`src/rtl/const_div_pkg.sv`:
```
// Shared types and elaboration helpers for the digit-serial constant divider.
package const_div_pkg;

  // Sequencer states: waiting for a dividend, consuming digits, holding the result.
  typedef enum logic [1:0] {
    IDLE = 2'd0,
    BUSY = 2'd1,
    DONE = 2'd2
  } state_e;

  localparam int MIN_DIVISOR = 2;
  localparam int MAX_DIVISOR = 255;
  localparam int MAX_DIGIT   = 8;

  // Remainder width: just enough bits to hold DIVISOR-1.
  function automatic int clog2_div(input int divisor);
    return $clog2(divisor);
  endfunction

  // Legal parameter set: whole number of digits, divisor in the supported range.
  function automatic bit cfg_ok(input int width, input int divisor, input int digit);
    return (digit >= 1) && (digit <= MAX_DIGIT) && (width >= digit) &&
           (width % digit == 0) &&
           (divisor >= MIN_DIVISOR) && (divisor <= MAX_DIVISOR);
  endfunction

endpackage

```
`src/rtl/const_div_digit.sv`:
```
// One digit step of long division by a constant: {r, d} -> (quotient digit, new remainder).
// Purely combinational; the whole step is a constant lookup table addressed by {r, d}.
module const_div_digit
  import const_div_pkg::*;
#(
  parameter int  DIVISOR = 3,
  parameter int  DIGIT   = 4,
  localparam int RW      = clog2_div(DIVISOR)
) (
  input  logic [RW-1:0]    r,
  input  logic [DIGIT-1:0] d,
  output logic [DIGIT-1:0] q_d,
  output logic [RW-1:0]    r_next
);

  localparam int TW    = RW + DIGIT;
  localparam int DEPTH = 1 << TW;

  // Table content for address t. Because r < DIVISOR, t < DIVISOR*2^DIGIT and the
  // quotient digit always fits DIGIT bits; addresses with r >= DIVISOR never occur.
  function automatic logic [TW-1:0] table_entry(input int unsigned t);
    int unsigned q;
    int unsigned m;
    q = t / DIVISOR;
    m = t % DIVISOR;
    return {q[DIGIT-1:0], m[RW-1:0]};
  endfunction

  logic [TW-1:0] w_table [DEPTH];
  logic [TW-1:0] w_addr;
  logic [TW-1:0] w_entry;

  for (genvar a = 0; a < DEPTH; a++) begin : g_table
    assign w_table[a] = table_entry(a);
  end

  assign w_addr  = {r, d};
  assign w_entry = w_table[w_addr];
  assign q_d     = w_entry[TW-1:RW];
  assign r_next  = w_entry[RW-1:0];

endmodule

```
`src/rtl/const_div_serial.sv`:
```
// Digit-serial divider by a compile-time constant. Consumes DIGIT dividend bits per
// cycle, MSB first, carrying the partial remainder; result is held until accepted.
module const_div_serial
  import const_div_pkg::*;
#(
  parameter int  WIDTH   = 64,
  parameter int  DIVISOR = 3,
  parameter int  DIGIT   = 4,
  localparam int RW      = clog2_div(DIVISOR)
) (
  input  logic             clk,
  input  logic             rst_n,
  input  logic             in_valid,
  output logic             in_ready,
  input  logic [WIDTH-1:0] dividend,
  output logic             out_valid,
  input  logic             out_ready,
  output logic [WIDTH-1:0] quotient,
  output logic [RW-1:0]    remainder
);

  localparam int             N    = WIDTH / DIGIT;
  localparam int             CW   = (N > 1) ? $clog2(N) : 1;
  localparam logic [CW-1:0]  LAST = CW'(N - 1);

  if (!cfg_ok(WIDTH, DIVISOR, DIGIT)) begin : g_bad_cfg
    $error("const_div_serial: WIDTH must be a multiple of DIGIT (1..8), DIVISOR 2..255");
  end

  state_e           r_state;
  logic [CW-1:0]    r_count;
  logic [WIDTH-1:0] r_shift;
  logic [WIDTH-1:0] r_quot;
  logic [RW-1:0]    r_rem;

  logic [DIGIT-1:0] w_digit;
  logic [DIGIT-1:0] w_q_d;
  logic [RW-1:0]    w_r_next;

  assign w_digit = r_shift[WIDTH-1 -: DIGIT];

  const_div_digit #(
    .DIVISOR (DIVISOR),
    .DIGIT   (DIGIT)
  ) u_digit (
    .r      (r_rem),
    .d      (w_digit),
    .q_d    (w_q_d),
    .r_next (w_r_next)
  );

  // Sequencer and datapath: load on accept, one digit per BUSY cycle, hold in DONE.
  // NOTE: every register here uses <= so all of them update from the same pre-edge values;
  // the datapath registers are reset as well because quotient/remainder are visible outputs.
  always_ff @(posedge clk or negedge rst_n) begin
    if (!rst_n) begin
      r_state <= IDLE;
      r_count <= '0;
      r_shift <= '0;
      r_quot  <= '0;
      r_rem   <= '0;
    end else begin
      case (r_state)
        IDLE: begin
          if (in_valid) begin
            r_shift <= dividend;
            r_quot  <= '0;
            r_rem   <= '0;
            r_count <= '0;
            r_state <= BUSY;
          end
        end
        BUSY: begin
          r_shift <= r_shift << DIGIT;
          r_quot  <= (r_quot << DIGIT) | WIDTH'(w_q_d);
          r_rem   <= w_r_next;
          r_count <= r_count + 1'b1;
          if (r_count == LAST) begin
            r_state <= DONE;
          end
        end
        DONE: begin
          if (out_ready) begin
            r_state <= IDLE;
          end
        end
        default: r_state <= IDLE;
      endcase
    end
  end

  // Handshake flags decode registered state only, so no input-to-output path exists.
  assign in_ready  = (r_state == IDLE);
  assign out_valid = (r_state == DONE);
  assign quotient  = r_quot;
  assign remainder = r_rem;

endmodule

```
`config.mk`:
```
export PLATFORM = sky130hd
export DESIGN_NAME = const_div_serial
export DESIGN_NICKNAME = d
export VERILOG_FILES = /design/src/rtl/const_div_pkg.sv /design/src/rtl/const_div_digit.sv /design/src/rtl/const_div_serial.sv
export SDC_FILE = /design/constraint.sdc
export NUM_CORES = 1
export LEC_CHECK = 0
export ABC_AREA = 1
export ABC_CLOCK_PERIOD_IN_PS = 1700
export BUFFER_PORTS_ARGS = -buffer_cell sky130_fd_sc_hd__buf_4
export CAP_MARGIN = 10
export CELL_PAD_IN_SITES_DETAIL_PLACEMENT = 0
export CELL_PAD_IN_SITES_GLOBAL_PLACEMENT = 1
export CORE_ASPECT_RATIO = 0.6
export CORE_MARGIN = 5
export CORE_UTILIZATION = 35
export CTS_BUF_LIST = sky130_fd_sc_hd__clkbuf_8 sky130_fd_sc_hd__clkbuf_16
export DETAILED_ROUTE_END_ITERATION = 8
export PLACE_DENSITY = 0.7
export SLEW_MARGIN = 20
export SYNTH_ARGS = -nofsm -noshare
export SYNTH_HDL_FRONTEND = slang
export SYNTH_SLANG_ARGS = --single-unit
```
`constraint.sdc`:
```
create_clock -name clk -period 1.7 [get_ports clk]
set_clock_uncertainty 0.15 [all_clocks]
set_input_delay 0.255 -clock clk [delete_from_list [all_inputs] [get_ports clk]]
set_output_delay 0.255 -clock clk [all_outputs]
set_load 0.01 [all_outputs]
```
# == Word level (Yosys, flattened, before mapping) ==
# Memories as Yosys holds them, arrays and structs flattened.
# Index checks and enable logic that the tools add are counted.
# classes
bitwise,2
order_cmp,1
n_mux,14
addsub,1
eq_ne,6
n_reduce_logical,4
# op_table
operator,count
case mux 64 bit (2 select lines),2
2-to-1 mux 64 bit,2
OR 64 x 4 -> 64 bit,1
2-to-1 mux 6 bit,2
2-to-1 mux 2 bit,4
case mux 4 bit (2 select lines),1
">= comparator 7 bit, second input constant",1
inverter 6 -> 7 bit,1
case mux 2 bit (3 select lines),1
"adder 4 x 1 -> 4 bit, second input constant",1
"== test 4 bit, second input constant",1
2-to-1 mux 4 bit,1
"inequality test 2 bit, second input constant",2
case mux 2 bit (2 select lines),1
AND reduction 3 bit,1
"== test 2 x 1 -> 1 bit, second input constant",1
"== test 2 bit, second input constant",1
logical NOT 2 bit,1
"inequality test 2 x 1 -> 1 bit, second input constant",1
AND reduction 2 bit,1
nonzero test 2 bit,1
# totals
in_bits,68
n_memories,1
out_inout_bits,68
ff_bits,136
rom_bits,384
# memory_table
memory,words,word_bits,rd,rd_ports_with_merged_regs,wr,line,rtl
(name not given),64,6,1,0,0,const_div_digit.sv:38,assign w_entry = w_table[w_addr];

# == Depth between registers and ports, before layout ==
# logic_depth
word_depth,6
ltp_mapped,11
depth_no_buf,11

# == Cells and area by module ==
# Synthesis repeated with hierarchy kept, for this count alone.
# hier_totals
hier_cells,748
area_unflattened_um2,6411.1
# modules_own_cells
module,area_each_um2,n_inst,cells_each
const_div_serial,5925.7,1,655
const_div_digit,485.5,1,93

# == Worst setup path before layout ==
# Ideal clock, no wire load.
# synth_timing
kind,register -> register
startpoint,reg r_state[0]
endpoint,reg r_shift[63]
path_stages_with_launch,9
setup_ns,0.131
setup_slack_ns,0.112
arrival_ns,1.307
cell_sequence,dfrtp_1 > nor2_1 > nand2_1 > inv_2 > nor2_4 > inv_2 > buf_6 > buf_2 > o211ai_1
# synth_via
elab_chain_cells,3
elab_cells_between_ends,6
# synth_rtl
item,line,rtl
"start, declared",const_div_serial.sv:30,state_e r_state;
"start signal, assigned",const_div_serial.sv:57,r_state <= IDLE;
"start signal, assigned",const_div_serial.sv:70,r_state <= BUSY;
"start signal, assigned",const_div_serial.sv:79,r_state <= DONE;
logical NOT 2 bit *,--,
net in_ready,const_div_serial.sv:14,"output logic in_ready,"
inequality test 2 bit (no line) or nonzero test 2 bit (tied branches),--,
AND reduction 2 bit (no line),--,
"end signal, assigned",const_div_serial.sv:66,r_shift <= dividend;
"end signal, assigned",const_div_serial.sv:74,r_shift <= r_shift << DIGIT;
"end, declared",const_div_serial.sv:32,logic [WIDTH-1:0] r_shift;
# Mark *: on every way through the listed nets, which the timed path passes. The rest lies on a longest branch.
# A chain may end at the register's enable or synchronous reset.

# == Worst setup path in the final report ==
# layout_timing
startpoint,reg r_rem[0] (netlist: remainder[0])
endpoint,out remainder[0]
# layout_lines
item,line,rtl
"start, declared",const_div_serial.sv:34,logic [RW-1:0] r_rem;
"start signal, assigned",const_div_serial.sv:76,r_rem <= w_r_next;
"end, declared",const_div_serial.sv:19,output logic [RW-1:0] remainder
# No word-level cell between the ends.

==> flow_summary.toml <==
[synth]
synth.largest_area_cell = "dfrtp_1"
synth_seq_area_share = 0.591
syn-num-nets = 693
synthFlopType = "dfrtp_1"
synth_common_cells = "nand2_1, dfrtp_1, inv_1"
synthDistinctLibCells = 27
synth_edf_count = 0
synth_area_leaders = "dfrtp_1, nand2_1, o22ai_1"
yosysWarnings = 0
synth_area_mm2 = 0.00576
syn_avg_cell_area_um2 = 9.29
synth.most_common_cell = "nand2_1"
synth_top_cell_area_share = 0.591
async_flop_share = 1.00
synth_seq_cells = 136
synthCells = 620

[route]
dr.pass1.iters = 5
drc = 0
wl_um = 16700
drt_first_iter_violations = 324
routedWlPerCell_um = 16.1
routed_via_density = 4.79
postRouteAntennaNets = 0
num_vias = 4977

[floorplan]
core.rowCount = 36
start_util = 0.356
die_w_um = 176
die_h_um = 109
core-area_mm2 = 0.0162
io_pins = 136
die_area_mm2 = 0.0192

[hold_path]
holdPathEnd = "r_shift[53]$_DFFE_PN0P_"
whs_path_depth = 3
hp-class = "primary input to flop"
hp-start = "dividend[53]"

[placed_design]
gp_congestion = 0.850
port-buffer-count = 135
dp_cells = 941
place_ws_ns = 0.0405
place_hpwl_um = 11400

[timing]
hold_violations = 0
maxSlewViolCount = 0
period_minus_slack_ns = 1.63
worst_slack_ns = 0.0653
period_share = 0.962
fmax_ghz = 0.612
worstMarginPinSlew_ns = 0.396
finalSetupViolCount = 0
tns_ns = 0
max_slew_margin = 0.736
rsz0062_at_grt = "no"

[worst_setup_path]
r2r-start = "r_state[0]$_DFFE_PN0P_"
r2r-end = "r_shift[59]$_DFFE_PN0P_"
ff2ff_path_depth = 7
critPathLaunchType = "flop"
rrSetupSlack_ns = 0.13
arrival_ns = 1.23
required_ns = 1.29
critPathMaxFanout = 7
endpoint_kind = "primary output"
critical_path_class = "flop to primary output"

[grt]
overflow = 0
grt_pass1_wl_um = 27200
grt_max_degree = 88
grt_pass1_vias = 5137
grtUsageTotal = 0.178
grt_antenna_before_repair = 0

[finish]
nNetsFinal = 890
diodes = 0
fin_cells = 1039
utilization = 0.518
area_delta_synth_final_pct = 45.4
drive_gt1_frac = 0.241

[clock_tree]
cts.clk_slew.worst_paths_ns = 0.06
cts_tree = "done"
cts_buffers = 17
clk_path_buf_depth = 2
clock_latency_ns = 0.40
cts_sinks = 136
cts-htree-levels = 4
root_buffer = "clkbuf_16"

[power]
power_mw = 15.9
p_per_area_mw_per_mm2 = 1890
leakage_nw = 4.07
vdd_ir_drop_max_mv = 0.978

[flow_run]
cap_violations = 0

[outcome]
outcome = "complete, no violations"
==> sequential cells by signal, summed over array words and instances, names as in the netlist <==
| register | cells |
|---|---|
| r_state | 2 |
| remainder | 2 |
| r_shift | 64 |
| r_count | 4 |
| quotient | 64 |
==> stage by stage <==
step / hold slack [ns] / area (um2)
finish: 0.0170 / 8380
global route: 0.0189 / 8380
CTS: 0.00711 / 8340
detailed placement: 0.00581 / 7110
global placement: -0.00113 / 7110
floorplan: -0.191 / 5760
==> per-layer routing <==
metal | global-route usage | vias to the layer above | share of wire
met5 | 0 | - | 0
met4 | 0.0339 | 0 | 0.0037
met3 | 0.0464 | 6 | 0.060
met2 | 0.262 | 120 | 0.44
met1 | 0.266 | 2397 | 0.49
li1 | - | 2454 | -
==> where the power goes <==
part / switching, mW / leakage (nW) / internal [mW]
logic: 3.95 / 2.02 / 2.88
registers: 0.844 / 1.77 / 4.60
clock network: 1.53 / 0.280 / 2.07
==> critical path: stages (launching register included) <==
cell and delay, ns:
dfrtp_1 0.50, buf_4 0.20, buf_4 0.12
==> placed cells by master, fill, tap and decap left out, types with 9 or more instances in the layout <==
cell type      Yosys  final
clkbuf_16          0     17
o22ai_1           60     60
buf_12             0     10
nor2_1            10      9
o211ai_1          16     16
dfrtp_1          136    133
nand2_1          164    164
inv_1             92     91
dlygate4sd3_1      0     65
a22oi_1           28     25
buf_4              0    141
o221ai_1          10     10
nand3_1           22     21
o21ai_0           14     14
==> layout make-up <==
class	count	area (um2)
clock buffer	17	425
clock inverter	15	151
fill	1503	7790
inverter	96	360
multi-input combinational	349	1850
sequential	136	3410
tap	209	262
timing repair buffer	217	1920
==> what timing repair did <==
| action | CTS | global route |
|---|---|---|
| hold endpoints to repair | 200 | 0 |
| hold buffers | 65 | 0 |
| gates resized for setup | 0 | 10 |
| endpoints found under the setup margin | 0 | 100 |
| buffers inserted | 0 | 1 |
==> kinds of logic (layout without fill, tap and decap cells) <==
| group | after synthesis | in the layout | synth area share |
|---|---|---|---|
| DFF | 136 | 136 | 0.591 |
| buffers and inverters | 135 | 345 | 0.0940 |
| adders and majority gates | 5 | 5 | 0.0109 |
| and+or+nand+nor | 202 | 202 | 0.140 |
| xor gates and xnor gates | 2 | 2 | 0.00304 |
| AOI/OAI and AO/OA | 140 | 140 | 0.162 |
==> worst max path at each step <==
stage                                     endpoint  slack (ns)  cells after the start                      from
after floorplan            r_shift[63]$_DFFE_PN0P_        0.11                      8    r_state[0]$_DFFE_PN0P_
after global placement     r_shift[61]$_DFFE_PN0P_        0.15                      7    r_state[0]$_DFFE_PN0P_
after detailed placement  remainder[0]$_DFFE_PN0P_        0.04                      9   r_shift[61]$_DFFE_PN0P_
after CTS                                 in_ready        0.05                      3    r_state[0]$_DFFE_PN0P_
after global routing      remainder[1]$_DFFE_PN0P_       0.001                     11   r_shift[61]$_DFFE_PN0P_
final                                 remainder[0]        0.07                      2  remainder[0]$_DFFE_PN0P_
Power figures use the tool's default switching activity.
